===== src/rtl/dino_pkg.sv =====
// Shared Dino game definitions: obstacle types, spawner FSM states and the
// spawn-gap counter width.
package dino_pkg;

   localparam int GAP_W = 8;

   localparam logic [1:0] OBS_CACTUS_S0 = 2'd0;
   localparam logic [1:0] OBS_CACTUS_S1 = 2'd1;
   localparam logic [1:0] OBS_CACTUS_L  = 2'd2;
   localparam logic [1:0] OBS_BIRD      = 2'd3;

   typedef enum logic [1:0] {
      IDLE = 2'd0,
      RUN  = 2'd1,
      HALT = 2'd2
   } state_t;

   // Gap reload after a spawn: minimum gap plus a 0..63 random extension.
   function automatic logic [GAP_W-1:0] gap_reload(input logic [GAP_W-1:0] min_gap,
                                                   input logic [5:0]       r);
      return min_gap + {2'b00, r};
   endfunction

endpackage


===== src/rtl/obstacle_slot.sv =====
// One obstacle slot: holds valid/x/type, scrolls left on move and retires
// itself once it would cross the left screen edge.
module obstacle_slot
   import dino_pkg::*;
#(
   parameter int X_WIDTH = 10,
   parameter int SPAWN_X = 639
) (
   input  logic               clk,
   input  logic               rst_n,
   input  logic               clear,
   input  logic               move,
   input  logic [2:0]         speed,
   input  logic               load,
   input  logic [1:0]         load_type,
   output logic               valid,
   output logic [X_WIDTH-1:0] x,
   output logic [1:0]         obs_type,
   output logic               retire
);

   logic [X_WIDTH:0] x_next;

   // The borrow bit of the widened subtraction is exactly x < speed.
   assign x_next = {1'b0, x} - {{(X_WIDTH-2){1'b0}}, speed};
   assign retire = move && valid && x_next[X_WIDTH];

   always_ff @(posedge clk) begin
      if (!rst_n || clear) begin
         valid    <= 1'b0;
         x        <= '0;
         obs_type <= OBS_CACTUS_S0;
      end else if (load) begin
         valid    <= 1'b1;
         x        <= X_WIDTH'(SPAWN_X);
         obs_type <= load_type;
      end else if (move && valid) begin
         if (x_next[X_WIDTH]) begin
            valid    <= 1'b0;
            x        <= '0;
            obs_type <= OBS_CACTUS_S0;
         end else begin
            x <= x_next[X_WIDTH-1:0];
         end
      end
   end

endmodule


===== src/rtl/obstacle_spawner.sv =====
// Dino obstacle spawner: game FSM, random spawn gap, two-slot allocation and
// the score pulse for obstacles leaving the screen.
module obstacle_spawner
   import dino_pkg::*;
#(
   parameter int NUM_BITS = 8,
   parameter int X_WIDTH  = 10,
   parameter int SPAWN_X  = 639,
   parameter int MIN_GAP  = 16
) (
   input  logic                clk,
   input  logic                rst_n,
   input  logic                game_tick,
   input  logic                start,
   input  logic                crash,
   input  logic [2:0]          speed,
   input  logic [NUM_BITS-1:0] rnd,
   output logic                lfsr_en,
   output logic                obs0_valid,
   output logic                obs1_valid,
   output logic [X_WIDTH-1:0]  obs0_x,
   output logic [X_WIDTH-1:0]  obs1_x,
   output logic [1:0]          obs0_type,
   output logic [1:0]          obs1_type,
   output logic                obs_passed,
   output logic                halted
);

   state_t           state;
   logic [GAP_W-1:0] gap_cnt;
   logic [7:0]       rnd_byte;
   logic             tick;
   logic             gap_zero;
   logic             load0;
   logic             load1;
   logic             clear;
   logic             ret0;
   logic             ret1;

   assign rnd_byte = rnd[7:0];
   // A crash in the same cycle as a tick wins: the field does not advance.
   assign tick     = (state == RUN) && game_tick && !crash;
   assign gap_zero = (gap_cnt == '0);
   // Allocation looks at occupancy before this tick's retire.
   assign load0    = tick && gap_zero && !obs0_valid;
   assign load1    = tick && gap_zero && obs0_valid && !obs1_valid;
   assign clear    = (state == HALT) && start;

   obstacle_slot #(.X_WIDTH(X_WIDTH), .SPAWN_X(SPAWN_X)) u_slot0 (
      .clk       (clk),
      .rst_n     (rst_n),
      .clear     (clear),
      .move      (tick),
      .speed     (speed),
      .load      (load0),
      .load_type (rnd_byte[7:6]),
      .valid     (obs0_valid),
      .x         (obs0_x),
      .obs_type  (obs0_type),
      .retire    (ret0)
   );

   obstacle_slot #(.X_WIDTH(X_WIDTH), .SPAWN_X(SPAWN_X)) u_slot1 (
      .clk       (clk),
      .rst_n     (rst_n),
      .clear     (clear),
      .move      (tick),
      .speed     (speed),
      .load      (load1),
      .load_type (rnd_byte[7:6]),
      .valid     (obs1_valid),
      .x         (obs1_x),
      .obs_type  (obs1_type),
      .retire    (ret1)
   );

   always_ff @(posedge clk) begin
      if (!rst_n) begin
         state      <= IDLE;
         gap_cnt    <= GAP_W'(MIN_GAP);
         lfsr_en    <= 1'b0;
         halted     <= 1'b0;
         obs_passed <= 1'b0;
      end else begin
         obs_passed <= tick && (ret0 || ret1);
         case (state)
            IDLE: begin
               if (start) begin
                  state   <= RUN;
                  lfsr_en <= 1'b1;
               end
            end
            RUN: begin
               if (crash) begin
                  state   <= HALT;
                  lfsr_en <= 1'b0;
                  halted  <= 1'b1;
               end else if (game_tick) begin
                  // With both slots busy the counter simply stays at zero.
                  if (!gap_zero)
                     gap_cnt <= gap_cnt - GAP_W'(1);
                  else if (load0 || load1)
                     gap_cnt <= gap_reload(GAP_W'(MIN_GAP), rnd_byte[5:0]);
               end
            end
            HALT: begin
               if (start) begin
                  state   <= RUN;
                  lfsr_en <= 1'b1;
                  halted  <= 1'b0;
                  gap_cnt <= GAP_W'(MIN_GAP);
               end
            end
            default: begin
               state   <= IDLE;
               lfsr_en <= 1'b0;
               halted  <= 1'b0;
               gap_cnt <= GAP_W'(MIN_GAP);
            end
         endcase
      end
   end

endmodule

===== config.mk =====
export PLATFORM = sky130hd
export DESIGN_NAME = obstacle_spawner
export DESIGN_NICKNAME = d
export VERILOG_FILES = /design/src/rtl/dino_pkg.sv /design/src/rtl/obstacle_slot.sv /design/src/rtl/obstacle_spawner.sv
export SDC_FILE = /design/constraint.sdc
export NUM_CORES = 1
export LEC_CHECK = 0
export ABC_CLOCK_PERIOD_IN_PS = 3500
export CORE_ASPECT_RATIO = 0.75
export CORE_UTILIZATION = 45
export CTS_CLUSTER_DIAMETER = 30
export DETAILED_ROUTE_END_ITERATION = 6
export PLACE_DENSITY_LB_ADDON = 0.12
export SYNTH_ARGS = -nofsm -noshare
export SYNTH_HDL_FRONTEND = slang
export SYNTH_SLANG_ARGS = --single-unit

===== constraint.sdc =====
create_clock -name clk -period 3.5 [get_ports clk]
set_clock_uncertainty 0.05 [all_clocks]
set_input_delay 1.05 -clock clk [delete_from_list [all_inputs] [get_ports clk]]
set_output_delay 1.05 -clock clk [all_outputs]
set_load 0.1 [all_outputs]

* After elaboration in Yosys (flattened, before gate mapping)
Index checks and enable logic that the tools add are counted.
** Word-level totals
- Register bits :: 39
- Output and inout port bits :: 29
- Bits of input ports :: 16
** Operators by class
- Reductions and logical operators :: 33
- Equal/unequal tests :: 8
- Add/subtract/negate cells :: 4
- Bitwise gates (word level) :: 1
- Muxes and demuxes :: 33
** Operators by type and width (number)
- $mux W10 :: 6
- $mux W8 :: 5
- $pmux W8 S3 :: 1
- $sub A10 B3 Y11 :: 2
- $mux W2 :: 8
- $logic_and A1 B1 Y1 :: 12
- $mux W1 :: 10
- $logic_not A8 Y1 :: 1
- $ne A2 B2 Y1 const B :: 4
- $reduce_bool A2 Y1 :: 4
- $sub A8 B1 Y8 const B :: 1
- $add A5 B6 Y7 const A :: 1
- $reduce_and A2 Y1 :: 3
- $reduce_or A2 Y1 :: 3
- $reduce_and A5 Y1 :: 1
- $logic_not A1 Y1 :: 4
- $pmux W2 S2 :: 1
- $logic_or A1 B1 Y1 :: 3
- $ne A3 B2 Y1 const B :: 1
- $pmux W1 S3 :: 1
- $reduce_and A3 Y1 :: 1
- $eq A2 B1 Y1 const B :: 1
- $eq A2 B2 Y1 const B :: 1
- $logic_not A2 Y1 :: 1
- other kinds (3) :: 3

* Depth between registers and ports, before layout
Gate-level depths: netlist of run 1.
- Depth after elaboration :: 12
- Depth in mapped cells :: 9
- Mapped depth without buffers :: 8

* Hierarchy
From an unflattened synthesis of run 1, not the netlist that was laid out.
** Second synthesis, totals
- Cells, all modules :: 261
- Area total of the unflattened synthesis :: 2254.7 sq um
** By module, submodules not included
- obstacle_slot :: area each 716.9 sq um, cells each 79, instances 2
- obstacle_spawner :: area each 820.8 sq um, cells each 103, instances 1

* Worst setup path before layout of run 1
Ideal clock, no wire load.
- Kind :: reg2reg
- From :: register u_slot0.x[0]
- To :: register u_slot0.x[3]
- Setup time :: 0.075 ns
- Arrival time :: 2.777 ns
- Period minus slack after synthesis :: 2.902 ns
- Data required time :: 3.375 ns
- Setup slack :: 0.598 ns
- Stages on the path, launching flop included :: 9
- Cells stage by stage :: dfxtp_1 > inv_1 > ha_1 > fa_1 > nand2b_1 > and2_1 > and2_1 > or4_1 > a31oi_1
** On the way
- Longest elaborated chain between the ends :: 4
** RTL lines
- from (decl) :: line obstacle_slot.sv:17 : output logic [X_WIDTH-1:0] x,
- from (signal assigned) :: line obstacle_slot.sv:35 : x <= X_WIDTH'(SPAWN_X);
- from (signal assigned) :: line obstacle_slot.sv:43 : x <= x_next[X_WIDTH-1:0];
- $sub A10 B3 Y11 :: line obstacle_slot.sv:25 : assign x_next = {1'b0, x} - {{(X_WIDTH-2){1'b0}}, speed};
- $mux W10 :: line obstacle_slot.sv:38 : if (x_next[X_WIDTH]) begin
- $mux W10 :: line obstacle_slot.sv:37 : end else if (move && valid) begin
- $mux W10 :: line obstacle_slot.sv:33 : end else if (load) begin
No other way between the ends. The select of a mux whose other input is x is not followed.
A chain may end at the register's enable or synchronous reset.

* Worst setup path after layout of run 1
- From :: input speed[0]
- To :: register u_slot0.x[3]
** On the way
- Longest elaborated chain between the ends :: 4
** RTL lines
- from (decl) :: line obstacle_spawner.sv:16 : input logic [2:0] speed,
- $sub A10 B3 Y11 :: line obstacle_slot.sv:25
- $mux W10 :: line obstacle_slot.sv:38
- $mux W10 :: line obstacle_slot.sv:37
- $mux W10 :: line obstacle_slot.sv:33
No other way between the ends. The select of a mux whose other input is x is not followed.

==> results of run 1 <==
==> state kept, by name, summed over array words and instances, names as in the netlist, 2 cells and up <==
signal / count
gap_cnt: 8
state: 2
u_slot0.obs_type: 2
u_slot0.x: 10
u_slot1.obs_type: 2
u_slot1.x: 10
==> kinds of logic (layout without fill, tap and decap cells) <==
family	Yosys count	count (layout)	share of synthesized area, %
fa+ha+maj	10	10	6.55
mux	4	4	1.87
compound gates	68	68	20.1
buf+inv	16	72	3.21
xor+xnor	7	7	2.86
simple gates	110	110	28.9
flops	39	39	36.5
==> placed cells by master, fill, tap and decap left out, drive strengths merged, types with 8 or more instances in the layout <==
cell type / count
clkdlybuf4s50: 15
o21ai: 23
a21oi: 13
inv: 10
nor3: 9
buf: 39
nor2: 15
nand3: 10
ha: 8
dfxtp: 39
nand2: 26
==> how the worst max path moves through the flow <==
stage / cells after the start / from / slack (ns) / to
after floorplan: 8 / u_slot0.x[0] / 0.60 / u_slot0.x[3]
after global placement: 8 / speed[0] / 0.10 / u_slot0.x[3]
after detailed placement: 8 / speed[0] / 0.05 / u_slot0.x[3]
after CTS: 8 / speed[0] / 0.35 / u_slot0.x[3]
after global routing: 8 / speed[0] / 0.23 / u_slot0.x[3]
final: 8 / speed[0] / 0.35 / u_slot0.x[3]
==> power by group <==
part	internal [mW]	switching [mW]
Clock	0.285	0.160
Combinational	0.0510	0.0672
Sequential	0.449	0.00779
Total	0.785	0.235
==> layout make-up <==
type / instances / area [sq um]
fillers: 428 / 1760
multi-input cells: 199 / 1290
flip-flops and latches: 39 / 781
repair buffers: 54 / 443
clock buffers: 6 / 72.6
well taps: 57 / 71.3
clock inverters: 2 / 60.1
inverters: 10 / 37.5
==> layer usage <==
layer / up-vias / GRT usage (%)
li1: 1042 / -
met1: 958 / 32.8
met2: 38 / 34.6
met3: 7 / 4.96
met4: 0 / 8.02
met5: - / 0
==> worst max-delay path, stage by stage <==
cell	delay, ns
clkdlybuf4s50_1	0.44
ha_1	0.25
fa_1	0.39
nand2b_1	0.19
and2_1	0.21
and2_1	0.16
or4_1	0.46
a31oi_1	0.17
==> results_dict.tcl, run 1 <==
set metrics [dict create \
    die_y_um 61.7 \
    rr_worst_depth 8 \
    grt_start_max_net_pins 14 \
    status "complete, no violations" \
    grt_pass1_vias 1835 \
    p_per_area_mw_per_mm2 370 \
    r2r_start "u_slot0.x[0]" \
    grt_pass1_wl_um 8630 \
    ys_seq_elements 39 \
    final_max_slew_viol_count 0 \
    globalplace.congestion 0.864 \
    cap_violations 0 \
    finalCritPeriodShare_pct 90.1 \
    synth_cells 254 \
    post_synth_num_cell_types 51 \
    viasPerCell 5.57 \
    drtIter0Drc 94 \
    clkSinkCount 39 \
    start_util_pct 47.4 \
    startpoint_type "input port" \
    cts_resized 0 \
    ys.flop_type "dfxtp_1" \
    hpwl_um 3920 \
    synth_top_cell_by_area "dfxtp_1" \
    reg2reg_slack_ns 1.20 \
    period_needed_ns 3.15 \
    dieArea_sq_mm 0.00504 \
    post-synth-top-count-cell "dfxtp_1" \
    fin_util_pct 61.0 \
    top_layer "met4" \
    rr_endpoint "u_slot0.x[3]" \
    synth.top_cell.area_share_pct 36.5 \
    async_flop_share_pct 0 \
    cp.arrival_ns 3.33 \
    critical_path_class "in2reg" \
    place_ws_ns 0.0497 \
    dpl_cell_area_sq_mm 0.00262 \
    syn2layout_area_growth_pct 28.8 \
    cts_setup_buffers 0 \
    htree_num_levels 2 \
    synth_common_cells "39 x dfxtp_1, 26 x nand2_1, 21 x o21ai_0" \
    antenna_found_initial 0 \
    worst_slack_ns 0.348 \
    antenna_cells 0 \
    cts_made_buffers 5 \
    wl_met3_um 202 \
    stdcell_count 367 \
    vdd.ir_drop.worst_v 0.000228 \
    setup-tns-final_ns 0 \
    required_ns 3.67 \
    ys_seq_area_share_pct 36.5 \
    relSlewSlack_pct 63.9 \
    finalPower_mw 1.02 \
    worstMarginPinSlew_ns 0.540 \
    nNetsFinal 335 \
    root_buffer "clkbuf_8" \
    fp.dieW_um 81.6 \
    dp_cells 359 \
    cts_tree "built" \
    port-buffer-count 44 \
    hold_viol 0 \
    holdPathStages 2 \
    final_cell_area_sq_mm 0.00276 \
    drc 0 \
    dr.pass1.iters 5 \
    fmax_mhz 317 \
    synth.area.top_cells "dfxtp_1 36%, o21ai_0 4.9%, ha_1 4.7%" \
    fp.coreArea_sq_mm 0.00452 \
    wl_met2_um 2240 \
    antenna_left 0 \
    num_vias 2045 \
    avgSynthCellArea_sq_um 8.43 \
    grt_use_total_pct 23.0 \
    overflow 0 \
    clk_latency_ns 0.29 \
    cts_hold_buffers 0 \
    yosysWarnings 0 \
    setup_viol 0 \
    fin_hold_ws_ns 0.419 \
    synth-edff-count 0 \
    end_kind "register" \
    syn_nets 280 \
    pin_count 45 \
    rsz0062_at_grt "false" \
    wirelength_um 5240 \
    path_max_fanout 4 \
    syn_area_sq_mm 0.00214 \
    leakage_nw 1.09 \
    met1_length_um 2740 \
    cts_buffer_depth 2 \
    hold_end "halted" \
    hp-class "reg2reg" \
    row_count 21 \
    cts.clk_slew.worst_paths_ns 0.08 \
    min-delay-start "halted" \
    drive_gt1_share_pct 17.7 \
    wl_per_cell_um 14.3 \
]
Power figures use the tool's default switching activity.
==> inputs of run 2 (changes only) <==
- CAP_MARGIN: default -> 15
- MAX_ROUTING_LAYER: default -> met4
==> results_dict.tcl, run 2 (synthesized netlist as in run 1, its figures left out) <==
set metrics [dict create \
    start_util_pct 47.4 \
    cts_hold_buffers 0 \
    wl_per_cell_um 14.4 \
    grt_pass1_vias 1835 \
    fp.coreArea_sq_mm 0.00452 \
    leakage_nw 1.09 \
    worstMarginPinSlew_ns 0.582 \
    most-common-layout-cells "39 x dfxtp_1, 39 x buf_4, 26 x nand2_1" \
    cts_made_buffers 5 \
    wirelength_um 5300 \
    nNetsFinal 335 \
    drtIter0Drc 101 \
    cts_tree "built" \
    drive_gt1_share_pct 17.7 \
    antenna_found_initial 0 \
    viasPerCell 5.61 \
    clk_latency_ns 0.29 \
    place_ws_ns 0.0497 \
    cap_violations 0 \
    cts_buffer_depth 2 \
    hpwl_um 3920 \
    fill_cells 428 \
    drc 0 \
    period_needed_ns 3.15 \
    fmax_mhz 317 \
    multi_input_area_sq_mm 0.00129 \
    cp_common_cell "and2_1" \
    startpoint_type "input port" \
    seq_area_sq_um 781 \
    root_buffer "clkbuf_8" \
    setup_viol 0 \
    path_max_fanout 4 \
    cpMaxStageDelayCell "or4_1" \
    hold_viol 0 \
    grt_start_max_net_pins 14 \
    final_cell_area_sq_mm 0.00276 \
    pin_count 45 \
    top_regs "u_slot0.x (10), u_slot1.x (10), gap_cnt (8)" \
    cts_setup_buffers 0 \
    final_max_slew_viol_count 0 \
    crit_path_max_incr_delay_ns 0.46 \
    num_vias 2058 \
    relSlewSlack_pct 61.1 \
    rsz0062_at_grt "false" \
    crit_chain "clkdlybuf4s50_1 > ha_1 > fa_1 > nand2b_1 > and2_1 > and2_1 > or4_1 > a31oi_1" \
    clkSinkCount 39 \
    dr.pass1.iters 4 \
    vdd.ir_drop.worst_v 0.000228 \
    cts.clk_slew.worst_paths_ns 0.08 \
    grt_use_total_pct 23.8 \
    cp.arrival_ns 3.33 \
    dieArea_sq_mm 0.00504 \
    htree_num_levels 2 \
    grt_pass1_wl_um 8630 \
    overflow 0 \
    globalplace.congestion 0.878 \
    cts_resized 0 \
    required_ns 3.67 \
    die_y_um 61.7 \
    status "complete, no violations" \
    dpl_cell_area_sq_mm 0.00262 \
    row_count 21 \
    fin_util_pct 61.0 \
    hp-class "reg2reg" \
    syn2layout_area_growth_pct 28.8 \
    antenna_cells 0 \
    worst_slack_ns 0.348 \
    setup-tns-final_ns 0 \
    fp.dieW_um 81.6 \
    end_kind "register" \
    antenna_left 0 \
    p_per_area_mw_per_mm2 370 \
    port-buffer-count 44 \
    finalCritPeriodShare_pct 90.1 \
    critical_path_class "in2reg" \
]
## run 2: power by group
part	leakage, nW	switching (mW)	internal [mW]
logic	0.706	0.0678	0.0510
clock network	0.0654	0.160	0.285
registers	0.315	0.00786	0.449
## run 2: final timing paths
kind,startpoint,end,slack [ns],depth (start not counted)
worst max register to register,u_slot0.x[0],u_slot0.x[3],1.20,8
worst max-delay path,speed[0],u_slot0.x[3],0.35,8
worst min-delay path,halted,halted,0.42,2
worst min register to register,halted,halted,0.42,2
## run 2: area by class of cell
type	count	share of cell area (%)
Multi-Input combinational cell	199	46.8
Sequential cell	39	28.3
Timing Repair Buffer	54	16.1
Clock buffer	6	2.63
Tap cell	57	2.59
Clock inverter	2	2.18
Inverter	10	1.36
## run 2: critical path: cells and delay by family
kind	cells	cell delay, ns
adder cells (fa/ha/maj)	2	0.64
AND/OR/NAND/NOR	4	1.02
AO/OA/AOI/OAI	1	0.17
buffers and inverters	1	0.44
## run 2: metal layers
metal,GRT usage [%],routed length (um),vias up
li1,-,-,1041
met1,32.7,2770,969
met2,34.8,2280,39
met3,4.96,189,9
met4,8.02,64,0
met5,-,0,-
## run 2: per-stage QoR
stage	total power, mW	std cells	hold slack (ns)
final	1.02	367	0.419
after global placement	0.584	359	0.405
after floorplan	0.539	254	0.414
after CTS	1.03	367	0.424
after detailed placement	0.585	359	0.413
after global routing	1.07	367	0.471
==> inputs of run 3 (changes only) <==
- SYNTH_HIERARCHICAL: default -> 1
==> results_dict.tcl, run 3 <==
set metrics [dict create \
    rsz0062_at_grt "false" \
    num_vias 2220 \
    wl_per_cell_um 15.7 \
    cts_buffer_depth 2 \
    grt_use_total_pct 23.2 \
    globalplace.congestion 0.825 \
    cts_hold_buffers 0 \
    nNetsFinal 341 \
    final_cell_area_sq_mm 0.00283 \
    port-buffer-count 44 \
    avgSynthCellArea_sq_um 8.64 \
    setup_viol 0 \
    fill_cells 416 \
    drc 0 \
    dpl_cell_area_sq_mm 0.00274 \
    end_kind "register" \
    r2r_start "gap_cnt[0]" \
    critical_path_class "in2reg" \
    drive_gt1_share_pct 20.4 \
    final_max_slew_viol_count 0 \
    cap_violations 0 \
    rr_endpoint "u_slot1/obs_type[1]" \
    antenna_found_initial 0 \
    die_y_um 63.3 \
    antenna_cells 0 \
    dieArea_sq_mm 0.00530 \
    cts_resized 0 \
    pwr-share-seq_pct 50.9 \
    ys.flop_type "dfxtp_1" \
    grt_pass1_vias 2046 \
    swShare_pct 26.5 \
    setup-tns-final_ns 0 \
    vdd.ir_drop.worst_v 0.000201 \
    row_count 21 \
    syn_area_sq_mm 0.00225 \
    antenna_left 0 \
    leakage_nw 1.11 \
    htree_num_levels 2 \
    reg2reg_slack_ns 0.99 \
    cts_made_buffers 5 \
    synth_top_cell_by_area "dfxtp_1" \
    hold_end "gap_cnt[7]" \
    synth_common_cells "39 x dfxtp_1, 19 x nor2_1, 18 x inv_1" \
    async_flop_share_pct 0 \
    hp-class "reg2reg" \
    drtIter0Drc 146 \
    grt_pass1_wl_um 9650 \
    syn2layout_area_growth_pct 25.6 \
    start_util_pct 48.8 \
    clkPwrFrac_pct 34.1 \
    min-delay-start "gap_cnt[7]" \
    pin_count 45 \
    hold_viol 0 \
    cp-startpoint "game_tick" \
    worstMarginPinSlew_ns 0.526 \
    p_switching_mw 0.238 \
    relSlewSlack_pct 64.6 \
    top_regs "u_slot0/x (10), u_slot1/x (10), gap_cnt (8)" \
    period_needed_ns 3.15 \
    finalCritPeriodShare_pct 90.0 \
    wirelength_um 5810 \
    grt_start_max_net_pins 15 \
    ys_seq_area_share_pct 34.6 \
    fp.coreArea_sq_mm 0.00462 \
    cts_tree "built" \
    synth.area.top_cells "dfxtp_1 35%, ha_1 5.0%, a21oi_1 3.6%" \
    syn_nets 288 \
    holdPathStages 2 \
    synth.top_cell.area_share_pct 34.6 \
    dr.pass1.iters 4 \
    post_synth_num_cell_types 54 \
    hpwl_um 4300 \
    cp.arrival_ns 3.32 \
    fin_hold_ws_ns 0.424 \
    most-common-layout-cells "39 x dfxtp_1, 39 x buf_4, 19 x nor2_1" \
    startpoint_type "input port" \
    p_int_mw 0.659 \
    clkSinkCount 39 \
    viasPerCell 5.98 \
    fmax_mhz 317 \
    rr_worst_depth 8 \
    required_ns 3.67 \
    ys_seq_elements 39 \
    fp.dieW_um 83.7 \
    overflow 0 \
    cts.clk_slew.worst_paths_ns 0.07 \
    synth_cells 261 \
    p_per_area_mw_per_mm2 317 \
    status "complete, no violations" \
    root_buffer "clkbuf_8" \
    synth-edff-count 0 \
    combPwrFrac_pct 15.0 \
    clk_latency_ns 0.29 \
    post-synth-top-count-cell "dfxtp_1" \
    path_max_fanout 9 \
    yosysWarnings 6 \
    cts_setup_buffers 0 \
]
[run 3: cell count changes in the layout (fill, tap and decap cells not counted), moves of 4 or more]
| cell | previous run | this run |
|---|---|---|
| o21ai_0 | 21 | 11 |
| o22ai_1 | 2 | 8 |
| a211oi_1 | 0 | 5 |
| a32o_1 | 0 | 4 |
| o31ai_1 | 1 | 5 |
| nand2_1 | 26 | 11 |
| nor2_1 | 15 | 19 |
| o311ai_0 | 0 | 4 |
| and3_1 | 5 | 0 |
| inv_1 | 10 | 18 |
| and2_1 | 5 | 1 |
[run 3: stage by stage]
| stage | worst slack [ns] | util (%) | instances | total power, mW |
|---|---|---|---|---|
| 4_1_cts | 0.362 | 61.2 | 371 | 0.909 |
| 6_report | 0.350 | 61.2 | 371 | 0.897 |
| 5_1_grt | 0.249 | 61.2 | 371 | 0.942 |
| 3_3_place_gp | 0.122 | 59.3 | 364 | 0.598 |
| 2_1_floorplan | 0.616 | - | 261 | 0.552 |
| 3_5_place_dp | 0.0598 | 59.3 | 364 | 0.600 |
[run 3: power groups by stage]
| stage | combinational, mW | sequential [mW] | clock [mW] |
|---|---|---|---|
| after floorplan | 0.0697 | 0.483 | 0 |
| after global placement | 0.132 | 0.466 | 0 |
| after detailed placement | 0.133 | 0.467 | 0 |
| after CTS | 0.134 | 0.456 | 0.319 |
| after global routing | 0.148 | 0.457 | 0.337 |
| final | 0.135 | 0.456 | 0.306 |
[run 3: critical path, stage by stage]
cell	delay (ns)
clkdlybuf4s50_1	0.45
inv_1	0.06
or3_4	0.41
clkinv_2	0.06
a211oi_1	0.06
o41a_1	0.52
or4_1	0.55
a21boi_1	0.15
[run 3: routing by layer]
layer	track usage (%)	vias up	routed length (um)
li1	-	1095	-
met1	33.0	1056	3000
met2	32.9	65	2420
met5	-	-	0
met4	5.51	0	36
met3	5.90	4	352
[run 3: logic make-up after synthesis]
family                   synth area share (%)
buffers and inverters                    4.61
adder cells (fa/ha/maj)                  6.77
AND/OR/NAND/NOR                          25.4
XOR/XNOR                                 1.55
flip-flops                               34.6
multiplexers                             1.33
AO/OA/AOI/OAI                            25.8
[run 3: area by class of cell]
class	count	area, sq um	area share, %
clock buffers	6	82.6	2.92
clock inverters	1	5.00	0.177
inverters	19	72.6	2.56
multi-input cells	195	1380	48.6
flip-flops and latches	39	781	27.6
well taps	57	71.3	2.52
repair buffers	54	443	15.6
[run 3: worst max-delay path by stage]
stage,to,slack [ns],cells after the start
4_1_cts,gap_cnt[2],0.36,8
5_1_grt,u_slot0/x[8],0.25,8
3_5_place_dp,u_slot0/x[8],0.06,8
2_1_floorplan,u_slot1/x[6],0.62,10
6_report,gap_cnt[2],0.35,8
3_3_place_gp,u_slot0/x[8],0.12,8
